**src/rtl/multicycle_controller_if.sv**
```systemverilog
// Control bundle between the multicycle controller and the shared datapath.
// The instruction's funct field is carried as `funct` because `function` is a reserved word.
interface multicycle_controller_if;
  logic [1:0] operation;
  logic [5:0] funct;
  logic [3:0] destination;
  logic       condition_met;
  logic       memory_ready;

  logic       ir_write;
  logic       pc_update;
  logic       address_source;
  logic       memory_read;
  logic       write_memory;
  logic       write_register;
  logic       write_flag;
  logic [1:0] ALU_source_a;
  logic [1:0] ALU_source_b;
  logic       ALU_operation;
  logic [1:0] result_source;
  logic       illegal;

  modport slave (
    input  operation, funct, destination, condition_met, memory_ready,
    output ir_write, pc_update, address_source, memory_read, write_memory,
           write_register, write_flag, ALU_source_a, ALU_source_b,
           ALU_operation, result_source, illegal
  );

  modport master (
    output operation, funct, destination, condition_met, memory_ready,
    input  ir_write, pc_update, address_source, memory_read, write_memory,
           write_register, write_flag, ALU_source_a, ALU_source_b,
           ALU_operation, result_source, illegal
  );
endinterface

```
**src/rtl/multicycle_controller.sv**
```systemverilog
// Multicycle control FSM sequencing one memory port, one ALU and the register file
// through fetch, decode, execute/address, memory and writeback steps.
module multicycle_controller #(
  parameter logic [3:0] PC_REGISTER = 4'b1111
) (
  input  logic                        clock,
  input  logic                        reset_n,
  multicycle_controller_if.slave      bus
);

  typedef enum logic [3:0] {
    FETCH, DECODE, MEMADR, MEMREAD, MEMWB, MEMWRITE, EXECR, EXECI, ALUWB, BRANCH
  } state_t;

  state_t state;

  always_ff @(posedge clock or negedge reset_n) begin
    if (!reset_n) begin
      state <= FETCH;
    end else begin
      case (state)
        FETCH:    if (bus.memory_ready) state <= DECODE;
        DECODE: begin
          // Illegal ops and failed conditions both retire with no side effects.
          if (bus.operation == 2'b11 || !bus.condition_met) begin
            state <= FETCH;
          end else begin
            case (bus.operation)
              2'b00:   state <= bus.funct[5] ? EXECI : EXECR;
              2'b01:   state <= MEMADR;
              default: state <= BRANCH;
            endcase
          end
        end
        MEMADR:   state <= bus.funct[0] ? MEMREAD : MEMWRITE;
        MEMREAD:  if (bus.memory_ready) state <= MEMWB;
        MEMWRITE: if (bus.memory_ready) state <= FETCH;
        EXECR:    state <= ALUWB;
        EXECI:    state <= ALUWB;
        default:  state <= FETCH;
      endcase
    end
  end

  logic       ir_w, pc_u, addr_s, mem_rd, mem_wr, reg_wr, flag_wr, alu_op, ill;
  logic [1:0] src_a, src_b, res_s;
  logic       dest_is_pc;
  logic       unused_funct_bits;

  assign dest_is_pc        = (bus.destination == PC_REGISTER);
  assign unused_funct_bits = ^bus.funct[4:1];

  always_comb begin
    ir_w    = 1'b0;
    pc_u    = 1'b0;
    addr_s  = 1'b0;
    mem_rd  = 1'b0;
    mem_wr  = 1'b0;
    reg_wr  = 1'b0;
    flag_wr = 1'b0;
    alu_op  = 1'b0;
    ill     = 1'b0;
    src_a   = 2'b00;
    src_b   = 2'b00;
    res_s   = 2'b00;
    case (state)
      FETCH: begin
        // PC+4 is written back in the same cycle the instruction word arrives.
        mem_rd = 1'b1;
        src_a  = 2'b01;
        src_b  = 2'b10;
        res_s  = 2'b10;
        ir_w   = bus.memory_ready;
        pc_u   = bus.memory_ready;
      end
      DECODE: begin
        src_a = 2'b01;
        src_b = 2'b10;
        res_s = 2'b10;
        ill   = (bus.operation == 2'b11);
      end
      MEMADR: begin
        src_b = 2'b01;
      end
      MEMREAD: begin
        mem_rd = 1'b1;
        addr_s = 1'b1;
      end
      MEMWB: begin
        res_s  = 2'b01;
        reg_wr = 1'b1;
        pc_u   = dest_is_pc;
      end
      MEMWRITE: begin
        mem_wr = 1'b1;
        addr_s = 1'b1;
      end
      EXECR, EXECI: begin
        src_b   = (state == EXECI) ? 2'b01 : 2'b00;
        alu_op  = 1'b1;
        flag_wr = bus.funct[0];
      end
      ALUWB: begin
        reg_wr = 1'b1;
        pc_u   = dest_is_pc;
      end
      BRANCH: begin
        src_b = 2'b01;
        res_s = 2'b10;
        pc_u  = 1'b1;
      end
      default: begin
      end
    endcase
  end

  // Gating with reset_n forces every enable low the instant reset asserts.
  assign bus.ir_write       = reset_n & ir_w;
  assign bus.pc_update      = reset_n & pc_u;
  assign bus.address_source = reset_n & addr_s;
  assign bus.memory_read    = reset_n & mem_rd;
  assign bus.write_memory   = reset_n & mem_wr;
  assign bus.write_register = reset_n & reg_wr;
  assign bus.write_flag     = reset_n & flag_wr;
  assign bus.ALU_operation  = reset_n & alu_op;
  assign bus.illegal        = reset_n & ill;
  assign bus.ALU_source_a   = reset_n ? src_a : 2'b00;
  assign bus.ALU_source_b   = reset_n ? src_b : 2'b00;
  assign bus.result_source  = reset_n ? res_s : 2'b00;

endmodule

```
**src/flat_wrapper.sv**
```systemverilog
// flat-port wrapper written by rule: the top's interface ports become plain ports
module multicycle_controller_flat 
#(
  parameter logic [3:0] PC_REGISTER = 4'b1111
)
  (clock, reset_n, bus_operation, bus_funct, bus_destination, bus_condition_met, bus_memory_ready, bus_ir_write, bus_pc_update, bus_address_source, bus_memory_read, bus_write_memory, bus_write_register, bus_write_flag, bus_ALU_source_a, bus_ALU_source_b, bus_ALU_operation, bus_result_source, bus_illegal);
  multicycle_controller_if bus_i ();
  input  logic clock;
  input  logic reset_n;
  input wire logic [$bits(bus_i.operation)-1:0] bus_operation;
  input wire logic [$bits(bus_i.funct)-1:0] bus_funct;
  input wire logic [$bits(bus_i.destination)-1:0] bus_destination;
  input wire logic [$bits(bus_i.condition_met)-1:0] bus_condition_met;
  input wire logic [$bits(bus_i.memory_ready)-1:0] bus_memory_ready;
  output wire logic [$bits(bus_i.ir_write)-1:0] bus_ir_write;
  output wire logic [$bits(bus_i.pc_update)-1:0] bus_pc_update;
  output wire logic [$bits(bus_i.address_source)-1:0] bus_address_source;
  output wire logic [$bits(bus_i.memory_read)-1:0] bus_memory_read;
  output wire logic [$bits(bus_i.write_memory)-1:0] bus_write_memory;
  output wire logic [$bits(bus_i.write_register)-1:0] bus_write_register;
  output wire logic [$bits(bus_i.write_flag)-1:0] bus_write_flag;
  output wire logic [$bits(bus_i.ALU_source_a)-1:0] bus_ALU_source_a;
  output wire logic [$bits(bus_i.ALU_source_b)-1:0] bus_ALU_source_b;
  output wire logic [$bits(bus_i.ALU_operation)-1:0] bus_ALU_operation;
  output wire logic [$bits(bus_i.result_source)-1:0] bus_result_source;
  output wire logic [$bits(bus_i.illegal)-1:0] bus_illegal;
  assign bus_i.operation = bus_operation;
  assign bus_i.funct = bus_funct;
  assign bus_i.destination = bus_destination;
  assign bus_i.condition_met = bus_condition_met;
  assign bus_i.memory_ready = bus_memory_ready;
  assign bus_ir_write = bus_i.ir_write;
  assign bus_pc_update = bus_i.pc_update;
  assign bus_address_source = bus_i.address_source;
  assign bus_memory_read = bus_i.memory_read;
  assign bus_write_memory = bus_i.write_memory;
  assign bus_write_register = bus_i.write_register;
  assign bus_write_flag = bus_i.write_flag;
  assign bus_ALU_source_a = bus_i.ALU_source_a;
  assign bus_ALU_source_b = bus_i.ALU_source_b;
  assign bus_ALU_operation = bus_i.ALU_operation;
  assign bus_result_source = bus_i.result_source;
  assign bus_illegal = bus_i.illegal;
  multicycle_controller #(.PC_REGISTER(PC_REGISTER)) u_core (.clock(clock), .reset_n(reset_n), .bus(bus_i));
endmodule
```
**config.mk**
```make
export PLATFORM = sky130hd
export DESIGN_NAME = multicycle_controller_flat
export DESIGN_NICKNAME = d
export VERILOG_FILES = /design/src/rtl/multicycle_controller_if.sv /design/src/rtl/multicycle_controller.sv /design/src/flat_wrapper.sv
export SDC_FILE = /design/constraint.sdc
export NUM_CORES = 1
export LEC_CHECK = 0
export CAP_MARGIN = 15
export CORE_MARGIN = 10
export CORE_UTILIZATION = 35
export CTS_CLUSTER_DIAMETER = 100
export DETAILED_ROUTE_END_ITERATION = 10
export PLACE_DENSITY_LB_ADDON = 0.15
export SKIP_CTS_REPAIR_TIMING = 1
export SYNTH_ARGS = -nofsm -noshare
export SYNTH_HDL_FRONTEND = slang
export SYNTH_SLANG_ARGS = --single-unit
```
**constraint.sdc**
```tcl
create_clock -name clock -period 2.4 [get_ports clock]
set_input_delay 0.72 -clock clock [delete_from_list [all_inputs] [get_ports clock]]
set_output_delay 0.72 -clock clock [all_outputs]
set_load 0.05 [all_outputs]
```
== After elaboration in Yosys (flattened, before gate mapping) ==
Index checks and enable logic that the tools add are counted.

* Eq/ne operators: 15
* Multiplexer cells: 24
* Bitwise gates (word level): 9
* Reductions and logical operators: 12

{| class="wikitable"
|+ Operator list
! operator !! count
|-
| 4-bit one-hot mux with 6 select lines || 1
|-
| 4-bit by 3-bit == test with 1-bit output, second input constant || 4
|-
| 4-bit 2-to-1 mux || 4
|-
| 4-bit == test, second input constant || 3
|-
| 1-bit 2-to-1 mux || 12
|-
| 2-bit OR reduction || 6
|-
| 1-bit AND || 9
|-
| 4-bit by 2-bit == test with 1-bit output, second input constant || 2
|-
| 4-bit one-hot mux with 2 select lines || 1
|-
| 2-bit inequality test, second input constant || 3
|-
| 2-bit one-hot mux with 3 select lines || 1
|-
| 4-bit by 1-bit == test with 1-bit output, second input constant || 1
|-
| 4-bit logical NOT || 1
|-
| 2-bit 2-to-1 mux || 2
|-
| 2-bit one-hot mux with 2 select lines || 1
|-
| 3-bit 2-to-1 mux || 1
|-
| 1-bit one-hot mux with 3 select lines || 1
|-
| 3-bit AND reduction || 1
|-
| 3-bit OR reduction || 1
|-
| 2-bit by 1-bit == test with 1-bit output, second input constant || 1
|-
| 2-bit == test, second input constant || 1
|-
| 2-bit logical NOT || 1
|-
| 1-bit logical NOT || 1
|-
| 1-bit logical OR || 1
|}

* Bits in registers: 4
* Output and inout bits: 15
* Word-level logic and storage cells: 61

== Longest topological paths before layout ==
* Depth in word-level cells: 4
* Gate-level depth with buffers: 5

== Worst setup path before layout ==
No wires, ideal clock.

* Kind: input-to-output
* Start: input reset_n
* End: output bus_memory_read
* Arrival time: 2.269 ns
* Data required time: 1.680 ns
* Setup slack: -0.589 ns
* Stages on the path: 2
* Path buffers: 0
* Cells stage by stage: nand2b_4 > nor4_1

* Cells in the longest elaborated chain, start to end: 1

{| class="wikitable"
|+ RTL lines
! element !! RTL line !! RTL
|-
| from (decl) || flat_wrapper.sv:9 || <nowiki>input logic reset_n;</nowiki>
|-
| 1-bit AND || multicycle_controller.sv:121 || <nowiki>assign bus.memory_read = reset_n & mem_rd;</nowiki>
|-
| to (decl) || flat_wrapper.sv:18 || <nowiki>output wire logic [$bits(bus_i.memory_read)-1:0] bus_memory_read;</nowiki>
|}

Every way passes these cells.

== Worst setup path in the final report ==
* Start: input reset_n
* End: output bus_illegal

* Cells in the longest elaborated chain, start to end: 1

{| class="wikitable"
|+ RTL lines
! element !! RTL line !! RTL
|-
| 1-bit AND || multicycle_controller.sv:126 || <nowiki>assign bus.illegal = reset_n & ill;</nowiki>
|-
| to (decl) || flat_wrapper.sv:26 || <nowiki>output wire logic [$bits(bus_i.illegal)-1:0] bus_illegal;</nowiki>
|}

Every way passes these cells.

==> qor.csv <==
metric;value;unit
power_density;1070;mW/mm^2
timing.rr.end;u_core.state[0];
cp-end-kind;output port;
path_clk_slew;40;ps
route.antenna.remaining_nets;0;
critPathRequiredTime;1680;ps
routed_wl;1.75;mm
cp_max_fo;4;
grt_pass1_wl;2.82;mm
top_regs;u_core.state x4;
rows;13;
largest-register;u_core.state;
outcome;complete, no violations;
syn_inst;67;
diodes;0;
p_int;0.000607;W
numCtsBuffers;3;
hp-class;in2async;
ir_drop;0.555;mV
gr-usage-all-layers;10.2;%
largest_register_ffs;4;
die_w;58.9;um
yosysTopAreaCell;dfrtp_1;
synth-seq-cells;4;
viasPerCell;5.29;
grt_pass1_vias;615;
start_kind;input port;
criticalPathCategory;in2out;
clock_sinks;4;
finalMaxSlewViolations;0;
clock.fmax;0.428;GHz
crit_start;reset_n;
leakage;0.497;nW
power_frac_seq;15.0;%
skew;2.21;ps
synthesis.nets;83;
clk_latency;250;ps
ios;31;
timing.rr.start;u_core.state[1];
fp.dieArea;0.00347;mm^2
period_share;97.3;%
drtIter0Drc;11;
maxCapViolations;0;
grt_max_degree;11;
reg2reg_setup_slack;1030;ps
antenna_found_initial;0;
fillCellCount;96;
drive_above_1_share;47.1;%
netlist_area;531;um^2
place_congestion;0.885;
area_delta_synth_final;103;%
syn_avg_cell_area;7.92;um^2
p_comb_share;77.4;%
rsz0062_at_grt;no;
synth.top_cell.area_share;18.9;%
clkPwrFrac;7.6;%
cts_max_level;1;
min_period;2340;ps
cts_tree;built;
drt_first_pass_iters;4;
dp_hpwl;1.41;mm
p_switching;0.000552;W
port_buffers;25;
die_y;58.9;um
utilization;78.9;%
ys_warn_count;0;
root_buffer;clkbuf_4;
nets;120;
power;0.00116;W
finalSetupViolations;0;
start_util;38.8;%
switching_share;47.6;%
routedWlPerCell;14.9;um
synth_cell_types;34;
cts_buffer_depth;2;
core;0.00137;mm^2
endpoint;bus_illegal;
yosysSeqAreaShare;18.9;%
r2r_cells;4;
yosys-top-cells-area;dfrtp_1 (19%), nor2b_1 (8.3%), buf_4 (5.7%);
arrival;1620;ps
vias;619;
drc;0;
final-hold-violation-count;0;
gr-total-overflow;0;
[per-stage QoR]
| step | setup WS [ps] | area [um^2] | cells | hold slack [ps] | setup TNS (ps) |
|---|---|---|---|---|---|
| after floorplan | -200 | 557 | 67 | 424 | -599 |
| after global placement | -371 | 1020 | 114 | 649 | -3490 |
| after detailed placement | -376 | 1020 | 114 | 649 | -3760 |
| after CTS | -387 | 1040 | 117 | 658 | -3860 |
| after global routing | 30.8 | 1080 | 117 | 439 | 0 |
| final | 64.6 | 1080 | 117 | 433 | 0 |
[worst min-delay path by stage]
| stage | startpoint | to | slack, ps |
|---|---|---|---|
| after CTS | u_core.state[3] | u_core.state[3] | 660 |
| after global routing | reset_n | u_core.state[2] | 440 |
| after detailed placement | u_core.state[3] | u_core.state[3] | 650 |
| after floorplan | reset_n | u_core.state[0] | 420 |
| final | reset_n | u_core.state[2] | 430 |
| after global placement | u_core.state[3] | u_core.state[3] | 650 |
[cell usage after synthesis]
| cell type | instances |
|---|---|
| and4bb_4 | 1 |
| a32oi_1 | 1 |
| buf_4 | 4 |
| a31oi_1 | 2 |
| a211oi_1 | 1 |
| a211oi_2 | 1 |
| and2b_1 | 3 |
| and3_1 | 3 |
| nor2b_1 | 7 |
| buf_2 | 2 |
| o21ai_1 | 1 |
| nor4_1 | 2 |
| nor3_1 | 2 |
| buf_6 | 1 |
| nand2_1 | 2 |
| o21ai_0 | 3 |
| nor2_1 | 2 |
| a221oi_2 | 1 |
| nand3_1 | 3 |
| a21oi_1 | 1 |
| nor3_2 | 1 |
| nand2b_1 | 2 |
| nor3b_1 | 1 |
| and4_1 | 2 |
| o211ai_1 | 1 |
| xor2_1 | 1 |
| and2_1 | 3 |
| inv_1 | 3 |
| nand2b_4 | 1 |
| xnor2_1 | 2 |
| nand3b_1 | 1 |
| dfrtp_1 | 4 |
| conb_1 | 1 |
| o21bai_1 | 1 |
[logic make-up (layout without fill, tap and decap cells)]
family | Yosys count | in the layout | share of synthesized area (%)
AND/OR/NAND/NOR | 36 | 36 | 45.5
AO/OA/AOI/OAI | 13 | 13 | 18.2
buffers and inverters | 10 | 45 | 11.8
flip-flops | 4 | 4 | 18.9
XOR/XNOR | 3 | 3 | 4.95
other | 1 | 1 | 0.707
[placed cells by master, fill, tap and decap left out, types with 2 or more instances in the layout]
cell,count
a31oi_1,2
and2b_1,3
and3_1,2
buf_12,13
buf_4,14
clkbuf_4,3
clkdlybuf4s50_1,5
dfrtp_2,3
dlymetal6s2s_1,5
inv_1,3
nand2_1,2
nand2b_1,2
nand3_1,3
nor2_1,2
nor2b_1,6
nor4_2,2
o21ai_0,2
o21ai_1,2
xnor2_1,2
[area by class of cell]
class	count	area (um^2)	share of cell area, %
timing repair buffer	39	515	47.8
sequential	4	104	9.63
clock buffer	3	22.5	2.09
inverter	3	11.3	1.04
tap	15	18.8	1.74
multi-input combinational	53	407	37.7
[critical path, stage by stage]
cell	delay (ps)
clkbuf_2	130
nand2b_4	70
nor3_4	150
buf_4	170
and4_4	240
buf_12	130
[power by group through the flow]
stage,combinational [W],sequential (W),clock [W]
5_1_grt,0.000947,0.000180,0.0000974
3_3_place_gp,0.000872,0.000160,0
3_5_place_dp,0.000882,0.000163,0
2_1_floorplan,0.000552,0.000114,0
4_1_cts,0.000886,0.000163,0.0000891
6_report,0.000897,0.000174,0.0000877
[layer usage]
| layer | vias to the layer above | global-route usage (%) | share of wire, % |
|---|---|---|---|
| met5 | - | 0 | 0 |
| met4 | 0 | 7.87 | 1.8 |
| met3 | 4 | 2.36 | 6.1 |
| met2 | 20 | 17.0 | 52 |
| met1 | 289 | 10.9 | 40 |
| li1 | 306 | - | - |
No activity file was read; power rests on OpenSTA's default activity.
